File: src/rtl/truth_table_sequencer_pkg.sv
// Shared types and sizes for the truth-table sequencer.
package truth_table_sequencer_pkg;

    localparam int NUM_VEC = 16;
    localparam int IDX_W   = 4;
    localparam int DWELL_W = 8;

    typedef enum logic [1:0] {
        IDLE  = 2'd0,
        APPLY = 2'd1,
        DONE  = 2'd2
    } state_e;

endpackage

File: src/rtl/truth_table_sequencer_dwell_timer.sv
// Dwell counter: counts cycles a vector is held, flags the sample cycle.
module tts_dwell_timer
    import truth_table_sequencer_pkg::*;
#(
    parameter int DWELL = 4
) (
    input  logic clk,
    input  logic rst,
    input  logic clr,
    input  logic en,
    output logic tc
);

    localparam logic [DWELL_W-1:0] LAST = DWELL_W'(DWELL - 1);

    logic [DWELL_W-1:0] cnt_q, cnt_d;

    assign tc = (cnt_q == LAST);

    always_comb begin
        cnt_d = cnt_q;
        if (clr) begin
            cnt_d = '0;
        end else if (en) begin
            cnt_d = tc ? '0 : cnt_q + 1'b1;
        end
    end

    always_ff @(posedge clk or posedge rst) begin
        if (rst) begin
            cnt_q <= '0;
        end else begin
            cnt_q <= cnt_d;
        end
    end

endmodule

File: src/rtl/truth_table_sequencer.sv
// Applies all 16 input vectors to a 4-input function, captures its
// truth table and compares it against an expected table.
module truth_table_sequencer
    import truth_table_sequencer_pkg::*;
#(
    parameter int DWELL = 4
) (
    input  logic               clk,
    input  logic               rst,
    input  logic               start,
    input  logic               abort,
    input  logic [NUM_VEC-1:0] exp_tt,
    input  logic               f_in,
    output logic [IDX_W-1:0]   abcd,
    output logic               busy,
    output logic               done,
    output logic               pass,
    output logic [NUM_VEC-1:0] tt,
    output logic [4:0]         err_cnt,
    output logic [IDX_W-1:0]   mismatch_idx
);

    localparam logic [IDX_W-1:0] LAST_IDX = IDX_W'(NUM_VEC - 1);
    localparam logic [4:0]       ERR_MAX  = 5'(NUM_VEC);

    state_e             state_q, state_d;
    logic [IDX_W-1:0]   idx_q, idx_d;
    logic [NUM_VEC-1:0] exp_q, exp_d;
    logic [NUM_VEC-1:0] tt_q, tt_d;
    logic [4:0]         err_q, err_d;
    logic [IDX_W-1:0]   midx_q, midx_d;
    logic               pass_q, pass_d;
    logic               tmr_clr, tmr_en, tmr_tc;

    assign tmr_en  = (state_q == APPLY);
    assign tmr_clr = (state_q != APPLY) || abort;

    tts_dwell_timer #(
        .DWELL(DWELL)
    ) u_timer (
        .clk(clk),
        .rst(rst),
        .clr(tmr_clr),
        .en (tmr_en),
        .tc (tmr_tc)
    );

    always_comb begin
        state_d = state_q;
        idx_d   = idx_q;
        exp_d   = exp_q;
        tt_d    = tt_q;
        err_d   = err_q;
        midx_d  = midx_q;
        pass_d  = pass_q;
        unique case (state_q)
            IDLE: begin
                if (start && !abort) begin
                    state_d = APPLY;
                    idx_d   = '0;
                    exp_d   = exp_tt;
                    tt_d    = '0;
                    err_d   = '0;
                    midx_d  = '0;
                    pass_d  = 1'b0;
                end
            end
            APPLY: begin
                // abort wins over a sample landing in the same cycle
                if (abort) begin
                    state_d = IDLE;
                    pass_d  = 1'b0;
                end else if (tmr_tc) begin
                    tt_d[idx_q] = f_in;
                    if (f_in != exp_q[idx_q]) begin
                        if (err_q == '0) midx_d = idx_q;
                        if (err_q != ERR_MAX) err_d = err_q + 5'd1;
                    end
                    if (idx_q == LAST_IDX) begin
                        state_d = DONE;
                        pass_d  = (err_d == '0);
                    end else begin
                        idx_d = idx_q + 1'b1;
                    end
                end
            end
            DONE: begin
                state_d = IDLE;
            end
            default: begin
                state_d = IDLE;
            end
        endcase
    end

    always_ff @(posedge clk or posedge rst) begin
        if (rst) begin
            state_q <= IDLE;
            idx_q   <= '0;
            exp_q   <= '0;
            tt_q    <= '0;
            err_q   <= '0;
            midx_q  <= '0;
            pass_q  <= 1'b0;
        end else begin
            state_q <= state_d;
            idx_q   <= idx_d;
            exp_q   <= exp_d;
            tt_q    <= tt_d;
            err_q   <= err_d;
            midx_q  <= midx_d;
            pass_q  <= pass_d;
        end
    end

    assign busy         = (state_q != IDLE);
    assign done         = (state_q == DONE);
    assign abcd         = (state_q == APPLY) ? idx_q :
                          (state_q == DONE)  ? LAST_IDX : '0;
    assign pass         = pass_q;
    assign tt           = tt_q;
    assign err_cnt      = err_q;
    assign mismatch_idx = midx_q;

endmodule

File: config.mk
export PLATFORM = sky130hd
export DESIGN_NAME = truth_table_sequencer
export DESIGN_NICKNAME = d
export VERILOG_FILES = /design/src/rtl/truth_table_sequencer_pkg.sv /design/src/rtl/truth_table_sequencer_dwell_timer.sv /design/src/rtl/truth_table_sequencer.sv
export SDC_FILE = /design/constraint.sdc
export NUM_CORES = 1
export LEC_CHECK = 0
export BUFFER_PORTS_ARGS = -buffer_cell sky130_fd_sc_hd__buf_2
export CAP_MARGIN = 20
export CORE_ASPECT_RATIO = 1.5
export CORE_MARGIN = 10
export CORE_UTILIZATION = 49
export CTS_CLUSTER_SIZE = 12
export DETAILED_ROUTE_END_ITERATION = 8
export PLACE_DENSITY_LB_ADDON = 0.25
export SLEW_MARGIN = 15
export SYNTH_ARGS = -nofsm -noshare
export SYNTH_HDL_FRONTEND = slang
export SYNTH_SLANG_ARGS = --single-unit
File: constraint.sdc
create_clock -name clk -period 2.25 [get_ports clk]
set_input_delay 0.45 -clock clk [delete_from_list [all_inputs] [get_ports clk]]
set_output_delay 0.45 -clock clk [all_outputs]
set_load 0.01 [all_outputs]
-- After elaboration in Yosys (flattened, before gate mapping)
Index checks and enable logic that the tools add are counted.
- add/sub/neg operators: 3
- $lt $le $gt $ge: 2
- equal/unequal tests: 15
- muxes and demuxes: 43
- reduce and logical (&&, ||, !) cells: 16
- operator list (operator ; count):
    two-way mux 16 bit ; 3
    two-way mux 4 bit ; 10
    two-way mux 5 bit ; 8
    one-hot mux 16 bit (2 select lines) ; 1
    two-way mux 8 bit ; 3
    bitwise mux 16 bit ; 1
    one-hot mux 4 bit (2 select lines) ; 2
    zero test 5 bit ; 2
    one-hot mux 5 bit (2 select lines) ; 1
    adder 8 x 1 -> 8 bit, second input constant ; 1
    == test 8 x 2 -> 1 bit, second input constant ; 1
    two-way mux 2 bit ; 4
    != test 2 x 1 -> 1 bit, second input constant ; 4
    AND reduction 4 bit ; 2
    two-way mux 1 bit ; 6
    != test 2 bit, second input constant ; 3
    != test 3 x 2 -> 1 bit, second input constant ; 2
    AND reduction 6 bit ; 1
    nonzero test 2 bit ; 3
    adder 5 x 1 -> 5 bit, second input constant ; 1
    < comparator 4 x 5 -> 1 bit, second input constant ; 1
    != test 5 bit, second input constant ; 1
    AND reduction 5 bit ; 1
    adder 4 x 1 -> 4 bit, second input constant ; 1
    other kinds (15) ; 16
- register bits: 56
- input port bits: 21
- output and inout bits: 32

-- Longest topological paths before layout
Gate-level depths: netlist of run 1.
- depth after elaboration: 12
- gate-level depth with buffers: 7
- mapped depth without buffers: 6

-- Modules after synthesis
From an unflattened synthesis of run 1, not the netlist that was laid out.
- cells, all modules: 345
- area, all modules: 3069.2 um^2
- modules (own cells, without submodules) (module ; times used ; cells each ; area an instance (um^2) ; sequential area each (um^2)):
    truth_table_sequencer ; 1 ; 301 ; 2637.5 ; 1201.2
    tts_dwell_timer ; 1 ; 44 ; 431.7 ; 200.2

-- Least setup slack after synthesis of run 1
Ideal clock, no wire load.
- path kind: flip-flop to flip-flop
- from: register idx_q[0]
- to: register err_q[1], in the netlist err_cnt[1]
- setup time: 0.121 ns
- data arrival time: 2.210 ns
- data required time: 2.129 ns
- setup slack: -0.082 ns
- stages on the path, launching flop included: 8
- path through: dfrtp_1 -> buf_6 -> mux4_1 -> mux4_2 -> xor2_2 -> buf_6 -> o21ai_1 -> a32o_2
- cells in the longest elaborated chain, start to end: 10
- ends and longest elaborated chain (item ; RTL line ; RTL):
    from (decl) ; truth_table_sequencer.sv:27 ; logic [IDX_W-1:0] idx_q, idx_d;
    from (signal assigned) ; truth_table_sequencer.sv:107 ; idx_q <= idx_d;
    binary-select mux 1 bit (select 4 bit) ; truth_table_sequencer.sv:75 ; if (f_in != exp_q[idx_q]) begin
    two-way mux 1 bit (implied by the code) ; truth_table_sequencer.sv:75 ;
    != test 1 bit ; truth_table_sequencer.sv:75 ;
    two-way mux 5 bit ; truth_table_sequencer.sv:75 ;
    two-way mux 5 bit ; truth_table_sequencer.sv:73 ; end else if (tmr_tc) begin
    two-way mux 5 bit ; truth_table_sequencer.sv:70 ; if (abort) begin
    two-way mux 5 bit ; truth_table_sequencer.sv:56 ; unique case (state_q)
    two-way mux 5 bit ; truth_table_sequencer.sv:73 ;
    two-way mux 5 bit ; truth_table_sequencer.sv:70 ;
    one-hot mux 5 bit (2 select lines) ; truth_table_sequencer.sv:56 ;
    to (signal assigned) ; truth_table_sequencer.sv:110 ; err_q <= err_d;
    to (decl) ; truth_table_sequencer.sv:30 ; logic [4:0] err_q, err_d;
Every way passes these cells. The select of a mux whose other input is x is not followed.
A chain may end at the register's enable or synchronous reset.

-- Final worst setup path of run 1
Same ends and word-level chain as after synthesis.

==> results of run 1 <==
layout make-up:
type                    count  area (µm²)  share of cell area
multi-input cells         229        1433              0.4073
clock buffers               8       90.09             0.02561
repair buffers             76       464.2              0.1320
inverters                  10       37.54             0.01067
flip-flops and latches     56        1403              0.3988
well taps                  72       90.09             0.02561
sequential cells by signal, indices dropped and copies added, names as in the netlist:
name	cells
err_cnt	5
state_q	2
tt	16
mismatch_idx	4
pass	1
idx_q	4
exp_q	16
u_timer.cnt_q	8
power groups by stage:
stage               combinational, mW  sequential, mW  clock [mW]
floorplan                       0.468            1.18           0
global placement                0.644            1.21           0
detailed placement              0.656            1.22           0
CTS                             0.678            1.20       0.573
global route                    0.829            1.22       0.616
finish                          0.751            1.20       0.560
tightest hold or removal path, delay by kind of cell:
kind,cells,cell delay (ns)
buf+inv,3,0.43
metrics by stage:
stage          TNS [ns]  std cells  setup slack [ns]  area, µm²
2_1_floorplan  -0.05471        313          -0.05471       2923
3_3_place_gp    -0.2424        436          -0.05873       3334
3_5_place_dp    -0.5793        436           -0.1108       3334
4_1_cts        -0.05717        444          -0.02512       3427
5_1_grt         -0.8800        451           -0.1063       3517
6_report        -0.1461        451          -0.04044       3517
cells in the final DEF, fill, tap and decap left out, types with 5 or more instances in the layout:
cell      Yosys  routed
clkbuf_8      0       6
buf_4         0      20
inv_1        10       9
o21ai_1       1       6
mux4_2        2       5
dfrtp_1      56      55
nand2_1      69      68
nand4_1       7       7
xor2_1        5       5
a21oi_1      16      16
nand3_1      14      14
o21ai_0      34      29
buf_2         1      52
mux2i_1       5       5
ha_1          7       7
nor2_1       15      15
synthesized netlist by cell type (3+ instances only):
cell type	count	share of area
dfrtp_1	56	0.48
ha_1	7	0.030
mux4_1	3	0.027
xor2_1	5	0.015
nor2_1	15	0.019
nand2_1	69	0.089
clkbuf_1	14	0.018
inv_1	10	0.013
nand4_1	7	0.015
o21ai_0	34	0.058
or2_2	3	0.0064
nand2b_1	4	0.0086
and3_1	4	0.0086
nor4_1	4	0.0086
nor2b_1	3	0.0064
a21oi_1	16	0.028
mux2i_1	5	0.017
a31oi_1	3	0.0064
a21o_1	3	0.0077
nand3_1	14	0.024
what timing repair did:
action | CTS | global route
cloned | 0 | 1
gates resized for setup | 6 | 11
pin swaps | 2 | 2
setup endpoints to repair | 10 | 27
hold endpoints to repair | 0 | 0
setup buffers | 0 | 6
cells by family (layout without fill, tap and decap cells):
| logic type | after synthesis | after routing | synth area share |
|---|---|---|---|
| flops | 56 | 56 | 0.4813 |
| simple gates | 135 | 135 | 0.2213 |
| buf+inv | 28 | 94 | 0.04168 |
| mux | 10 | 10 | 0.05973 |
| fa+ha+maj | 7 | 7 | 0.03008 |
| xor+xnor | 7 | 7 | 0.02364 |
| compound gates | 70 | 70 | 0.1422 |
per-layer routing:
| layer | vias up | share of wire | track usage |
|---|---|---|---|
| met4 | 0 | 0.020 | 0.05125 |
| li1 | 1225 | - | - |
| met5 | - | 0 | 0 |
| met2 | 91 | 0.54 | 0.2748 |
| met1 | 1163 | 0.39 | 0.1636 |
| met3 | 13 | 0.049 | 0.03205 |
worst paths after layout:
path	cells after the start	endpoint	slack, ns
setup reg to reg	6	err_cnt[1]	-0.04
setup / recovery	6	err_cnt[1]	-0.04
max in group asynchronous	3	idx_q[0]	1.81
hold / removal	3	u_timer.cnt_q[7]	0.18
hold reg to reg	2	exp_q[4]	0.48
min in group clk	3	exp_q[1]	0.33
==> metrics.yaml, run 1 <==
worst_setup_path:
  cp_slowest_stage_delay_ns: 0.52
  end_kind: "flop"
  cp_top_family: "multiplexers"
  cp-start-kind: "flop"
  crit_top_cell: "mux4_2"
  reg2reg_from: "idx_q[0]"
  crit_path_top_delay_cell: "mux4_2"
  cp.required_ns: 2.45
  crit_type: "reg -> reg"
  path_max_fanout: 7
  cp-startpoint: "idx_q[0]"
  crit_chain: "mux4_2, mux4_2, xor2_4, buf_4, o21ai_1, a32o_2"
  arrival_ns: 2.49
  crit_buf_inv: 1
clocking:
  cts-hold-fix-buffers: 0
  clk_pin_slew_ns: 0.10
  cts_tree: "built"
  clock_latency_ns: 0.30
  htreeDepth: 2
  cts_buffers: 5
  clock_path_buffers: 2
  cts.sink_count: 56
  clockRootBuffer: "clkbuf_8"
global_routing:
  grt_overflow: 0
  antenna_found_initial: 0
  grt_pass1_vias: 2525
  grt_max_degree: 57
  grt_pass1_wl_um: 11920
  grt.total_usage: 0.1489
power_and_ir_drop:
  power_frac_clock: 0.223
  p_leak_nw: 1.810
  comb_power_share: 0.299
  finalPower_mw: 2.513
  p_seq_frac: 0.478
  switching_share: 0.3196
  power_switching_mw: 0.8030
  irDropWorstVdd_mv: 0.4616
  power.internal_mw: 1.710
  powerDensity_mw_per_mm2: 714.4
timing:
  timing.final.hold_violations: 0
  holdWs_ns: 0.1780
  rsz0062_at_grt: "yes"
  setup_slack_ns: -0.04044
  max_freq_mhz: 436.6
  worst_slew_pin_slew_ns: 0.5908
  clock_skew_ns: 0.01108
  period_share: 1.018
  setup_viol: 7
  finalCriticalPeriod_ns: 2.290
  report.final.slew_viol_count: 0
  relSlewSlack: 0.6006
die:
  rows: 34
  die-area_mm2: 0.009489
  core_area_mm2: 0.005786
  dieWidth_um: 82.94
  boundaryPins: 53
  die_h_um: 114.4
  initial_core_util: 0.5032
run_status:
  failed_checks: "setup timing"
  run_status: "finished with violations"
job:
  drv_cap: 0
placement:
  place.detailed.hpwl_um: 5235
  numPortBuffers: 52
  place.gp.congestion: 0.8691
final_layout:
  fin_util: 0.6079
  n_antenna_cell: 0
  nets: 406
  syn2layout_area_growth_pct: 20.80
  drive_gt1_frac: 0.2665
  fill_cells: 517
drt:
  drtAntennaViolNets: 0
  via_per_inst: 5.525
  wl_per_cell_um: 16.23
  dr_total_vias: 2492
  drc: 0
  drt-total-wl_um: 7318
  dr.pass1.iters: 4
  drt_iter0_markers: 219
synthesis:
  synth_edf_count: 0
  synth-async-reset-ratio: 1.000
  synth-seq-cells: 56
  synth_nets: 341
  syn_area_mm2: 0.002912
  ys.warnings.count: 0
  synth_flop_cell: "dfrtp_1"
  synth_cell_types: 48
  avgSynthCellArea_um2: 9.302
  netlist_instances: 313
  ys_seq_area_frac: 0.4813
min_path:
  hold_path.class: "in -> async"
Note: power is estimated with default switching activity, not from simulation.
==> run 2, diff against run 1 <==
- MAX_ROUTING_LAYER: unset -> met4
==> metrics.yaml, run 2 (synthesis gave the netlist of run 1 again) <==
drt:
  wl_per_cell_um: 16.35  # +0.79%
  via_per_inst: 5.532  # +0.12%
  drc: 0  # unchanged
  drtAntennaViolNets: 0  # unchanged
  drt_iter0_markers: 248  # +13%
  dr.pass1.iters: 4  # unchanged
  dr_total_vias: 2495  # +0.12%
  drt-total-wl_um: 7376  # +0.79%
die:
  die_h_um: 114.4  # unchanged
  core_area_mm2: 0.005786  # unchanged
  dieWidth_um: 82.94  # unchanged
  boundaryPins: 53  # unchanged
  initial_core_util: 0.5032  # unchanged
  die-area_mm2: 0.009489  # unchanged
  rows: 34  # unchanged
global_routing:
  grt_overflow: 0  # unchanged
  grt_pass1_vias: 2519  # -0.24%
  grt_max_degree: 57  # unchanged
  antenna_found_initial: 0  # unchanged
  grt_pass1_wl_um: 11920  # about the same
  grt.total_usage: 0.1532  # +0.004258
timing:
  worst_slew_pin_slew_ns: 0.6062  # +0.01539 ns
  max_freq_mhz: 437.2  # +0.15%
  finalCriticalPeriod_ns: 2.287  # -0.003333 ns
  relSlewSlack: 0.5902  # -0.01040
  timing.final.hold_violations: 0  # unchanged
  setup_slack_ns: -0.03711  # +0.003333 ns
  period_share: 1.016  # -0.001481
  report.final.slew_viol_count: 0  # unchanged
  setup_viol: 7  # unchanged
  holdWs_ns: 0.1614  # -0.01665 ns
  rsz0062_at_grt: "yes"
  clock_skew_ns: 0.01340  # +0.002321 ns
placement:
  numPortBuffers: 52  # unchanged
  place.detailed.hpwl_um: 5235  # unchanged
  place.gp.congestion: 0.8832  # +1.6%
power_and_ir_drop:
  irDropWorstVdd_mv: 0.4615  # about the same
  finalPower_mw: 2.523  # +0.41%
  powerDensity_mw_per_mm2: 717.4  # +0.41%
  p_leak_nw: 1.810  # unchanged
worst_setup_path:
  cp-start-kind: "flop"
  path_max_fanout: 7  # unchanged
  cp.required_ns: 2.46  # about the same
  crit_type: "reg -> reg"
  end_kind: "flop"
  arrival_ns: 2.50  # about the same
  rr_worst_depth: 6  # unchanged
run_status:
  failed_checks: "setup timing"
  run_status: "finished with violations"
final_layout:
  multi_input_comb_area_mm2: 0.001433  # unchanged
  regArea_mm2: 0.001403  # unchanged
  final_common_cell: "nand2_1"
  n_antenna_cell: 0  # unchanged
  drive_gt1_frac: 0.2665  # unchanged
  nets: 406  # unchanged
  syn2layout_area_growth_pct: 20.80  # unchanged
  final_cell_mix: "68 x nand2_1, 55 x dfrtp_1, 52 x buf_2"
  fill_cells: 517  # unchanged
job:
  drv_cap: 0  # unchanged
clocking:
  cts-hold-fix-buffers: 0  # unchanged
  htreeDepth: 2  # unchanged
  clk_pin_slew_ns: 0.10  # about the same
  cts_tree: "built"
  cts_buffers: 5  # unchanged
  clock_latency_ns: 0.31  # about the same
  cts.sink_count: 56  # unchanged
  clockRootBuffer: "clkbuf_8"
  clock_path_buffers: 2  # unchanged
min_path:
  hold_path.class: "in -> async"
[run 2: worst max-delay path: stages, from the launching register on]
cell	delay (ns)
dfrtp_2	0.45
mux4_2	0.52
mux4_2	0.52
xor2_4	0.27
buf_4	0.16
o21ai_1	0.05
a32o_2	0.22
[run 2: worst paths after layout]
| kind | end | start | slack [ns] |
|---|---|---|---|
| worst max-delay path | err_cnt[1] | idx_q[0] | -0.04 |
| worst min-delay path | u_timer.cnt_q[7] | rst | 0.16 |
| worst max register to register | err_cnt[1] | idx_q[0] | -0.04 |
| worst min register to register | exp_q[4] | exp_q[4] | 0.48 |
| max in group asynchronous | idx_q[0] | rst | 1.80 |
| min in group clk | exp_q[1] | exp_tt[1] | 0.33 |
[run 2: timing repair]
| item | in CTS | in global routing |
|---|---|---|
| setup buffers | 0 | 6 |
| endpoints found under the setup margin | 10 | 27 |
| gates resized for setup | 6 | 11 |
| cloned | 0 | 1 |
| pin swaps | 2 | 2 |
[run 2: final cells by class]
| class | instances | share of cell area |
|---|---|---|
| inverters | 10 | 0.01067 |
| multi-input cells | 229 | 0.4073 |
| clock buffers | 8 | 0.02561 |
| repair buffers | 76 | 0.1320 |
| flip-flops and latches | 56 | 0.3988 |
| well taps | 72 | 0.02561 |
[run 2: report_power, final]
part           internal, mW  switching, mW  leakage (nW)
Sequential             1.10          0.103         0.750
Clock                 0.252          0.314        0.0455
Combinational         0.358          0.396          1.01
[run 2: metal layers]
metal,vias to the layer above,track usage,wire length [µm]
li1,1225,-,-
met1,1189,0.1670,2903
met2,74,0.2743,4080
met3,7,0.02707,291
met4,0,0.05125,101
met5,-,-,0
[run 2: through the flow]
stage | cell area [µm²] | cells | worst slack, ns | TNS [ns] | utilization
after floorplan | 2923 | 313 | -0.05471 | -0.05471 | -
after global placement | 3334 | 436 | -0.05873 | -0.2424 | 0.5763
after detailed placement | 3334 | 436 | -0.1108 | -0.5793 | 0.5763
after CTS | 3427 | 444 | -0.02512 | -0.05717 | 0.5923
after global routing | 3517 | 451 | -0.1055 | -0.8741 | 0.6079
final | 3517 | 451 | -0.03711 | -0.1384 | 0.6079
==> run 3, diff against run 2 <==
- CORE_MARGIN: 10 -> unset
==> metrics.yaml, run 3 (synthesis gave the netlist of run 1 again) <==
die:
  die-area_mm2: 0.006261  # -34%
  boundaryPins: 53  # unchanged
  initial_core_util: 0.5032  # unchanged
  dieWidth_um: 64.94  # -22%
  core_area_mm2: 0.005786  # unchanged
  rows: 34  # unchanged
  die_h_um: 96.41  # -16%
timing:
  worst_slew_pin_slew_ns: 0.7277  # +0.1216 ns
  max_freq_mhz: 439.7  # +0.57%
  holdWs_ns: 0.1902  # +0.02878 ns
  setup_viol: 7  # unchanged
  timing.final.hold_violations: 0  # unchanged
  finalCriticalPeriod_ns: 2.274  # -0.01295 ns
  period_share: 1.011  # -0.005757
  setup_slack_ns: -0.02416  # +0.01295 ns
  clock_skew_ns: 0.006446  # -0.006958 ns
  relSlewSlack: 0.5082  # -0.08196
  report.final.slew_viol_count: 0  # unchanged
  rsz0062_at_grt: "yes"
power_and_ir_drop:
  p_seq_frac: 0.475  # -0.002
  switching_share: 0.3123  # -0.009982
  comb_power_share: 0.269  # -0.030
  p_leak_nw: 1.805  # -0.26%
  power_frac_clock: 0.256  # +0.032
  power_switching_mw: 0.7874  # -3.2%
  irDropWorstVdd_mv: 0.6110  # +32%
  powerDensity_mw_per_mm2: 719.5  # +0.30%
  power.internal_mw: 1.734  # +1.4%
placement:
  placed_cells: 436  # unchanged
  place.gp.congestion: 0.8056  # -8.8%
  placed_cell_area_mm2: 0.003334  # unchanged
  place.detailed.hpwl_um: 4814  # -8.0%
  dp_worst_setup_slack_ns: -0.1452  # -0.03440 ns
  numPortBuffers: 52  # unchanged
global_routing:
  grt_pass1_wl_um: 11120  # -6.7%
  grt_pass1_vias: 2360  # -6.3%
  grt.total_usage: 0.2401  # +0.08692
  antenna_found_initial: 0  # unchanged
  grt_overflow: 0  # unchanged
  grt_max_degree: 31  # -46%
final_layout:
  regArea_mm2: 0.001403  # unchanged
  layout.cells.non_filler: 448  # -0.67%
  fin_util: 0.6058  # -0.002162
  final_cell_mix: "68 x nand2_1, 55 x dfrtp_1, 53 x buf_2"
  multi_input_comb_area_mm2: 0.001435  # +0.18%
  final_common_cell: "nand2_1"
  fin_area_mm2: 0.003505  # -0.36%
  fill_cells: 529  # +2.3%
  nets: 403  # -0.74%
  syn2layout_area_growth_pct: 20.37
  n_antenna_cell: 0  # unchanged
  drive_gt1_frac: 0.2633  # -0.003193
min_path:
  hold_path.class: "in -> async"
worst_setup_path:
  rr_worst_depth: 5  # -1
  cp.required_ns: 2.45  # about the same
  end_kind: "flop"
  cp-start-kind: "flop"
  reg2reg_from: "idx_q[0]"
  cp-startpoint: "idx_q[0]"
  path_max_fanout: 8  # +1
  r2r_setup_slack_ns: -0.02  # about the same
  crit_type: "reg -> reg"
  r2r-end: "err_cnt[0]"
  arrival_ns: 2.48  # -0.02 ns
job:
  drv_cap: 0  # unchanged
clocking:
  clock_latency_ns: 0.31  # about the same
  clock_path_buffers: 2  # unchanged
  cts-hold-fix-buffers: 0  # unchanged
  cts_buffers: 5  # unchanged
  cts_tree: "built"
  clockRootBuffer: "clkbuf_8"
  htreeDepth: 2  # unchanged
  clk_pin_slew_ns: 0.09  # about the same
  cts.sink_count: 56  # unchanged
drt:
  drc: 0  # unchanged
  drtAntennaViolNets: 0  # unchanged
  via_per_inst: 5.565  # +0.59%
  dr_total_vias: 2493  # -0.080%
  dr.pass1.iters: 4  # unchanged
  wl_per_cell_um: 15.22  # -6.9%
  drt_iter0_markers: 230  # -7.3%
  drt-total-wl_um: 6819  # -7.6%
run_status:
  failed_checks: "setup timing"
  run_status: "finished with violations"
-- run 3: cell count changes in the layout (fill, tap and decap cells not counted), sizes merged --
cell,delta
clkbuf,-2
clkinv,+1
clkdlybuf4s15,-1
bufinv,+1
buf,-2
-- run 3: repair_timing --
| action | in CTS | in global routing |
|---|---|---|
| buffers inserted | 1 | 2 |
| gates resized for setup | 7 | 18 |
| endpoints found under the setup margin | 10 | 25 |
| gates cloned | 0 | 1 |
| pin swaps | 10 | 6 |
-- run 3: layer usage --
metal,vias up,part of all wire,track usage
li1,1217,-,-
met1,1193,0.40,0.2855
met2,69,0.54,0.4045
met3,14,0.037,0.03638
met4,0,0.022,0.1019
met5,-,0,-
-- run 3: how the worst max path moves through the flow --
stage | endpoint | slack [ns] | depth (start not counted)
after global placement | err_cnt[0] | -0.08 | 5
after global routing | err_cnt[3] | -0.12 | 6
after CTS | err_cnt[0] | -0.04 | 5
final | err_cnt[0] | -0.02 | 5
after detailed placement | err_cnt[0] | -0.15 | 5
after floorplan | err_cnt[1] | -0.05 | 7
-- run 3: layout make-up --
class / instances / area share
clock buffers: 6 / 0.02071
clock inverters: 2 / 0.009996
inverters: 10 / 0.01071
multi-input cells: 229 / 0.4095
flip-flops and latches: 56 / 0.4002
well taps: 72 / 0.02571
repair buffers: 73 / 0.1232
-- run 3: through the flow --
step	power (mW)	TNS [ns]
floorplan	1.650	-0.05471
global placement	1.818	-0.4677
detailed placement	1.837	-1.106
CTS	2.523	-0.1655
global route	2.673	-0.9668
finish	2.522	-0.09285
-- run 3: power groups by stage --
stage               logic, mW  registers [mW]  clock network (mW)
floorplan               0.468            1.18                   0
global placement        0.608            1.21                   0
detailed placement      0.620            1.22                   0
CTS                     0.658            1.20               0.666
global route            0.761            1.21               0.697
finish                  0.679            1.20               0.645
-- run 3: worst max-delay path: stages (launching register included) --
cell and delay, ns:
dfrtp_2 0.45, mux4_2 0.51, mux4_2 0.54, xor2_4 0.34
a211oi_2 0.11, a211o_1 0.23
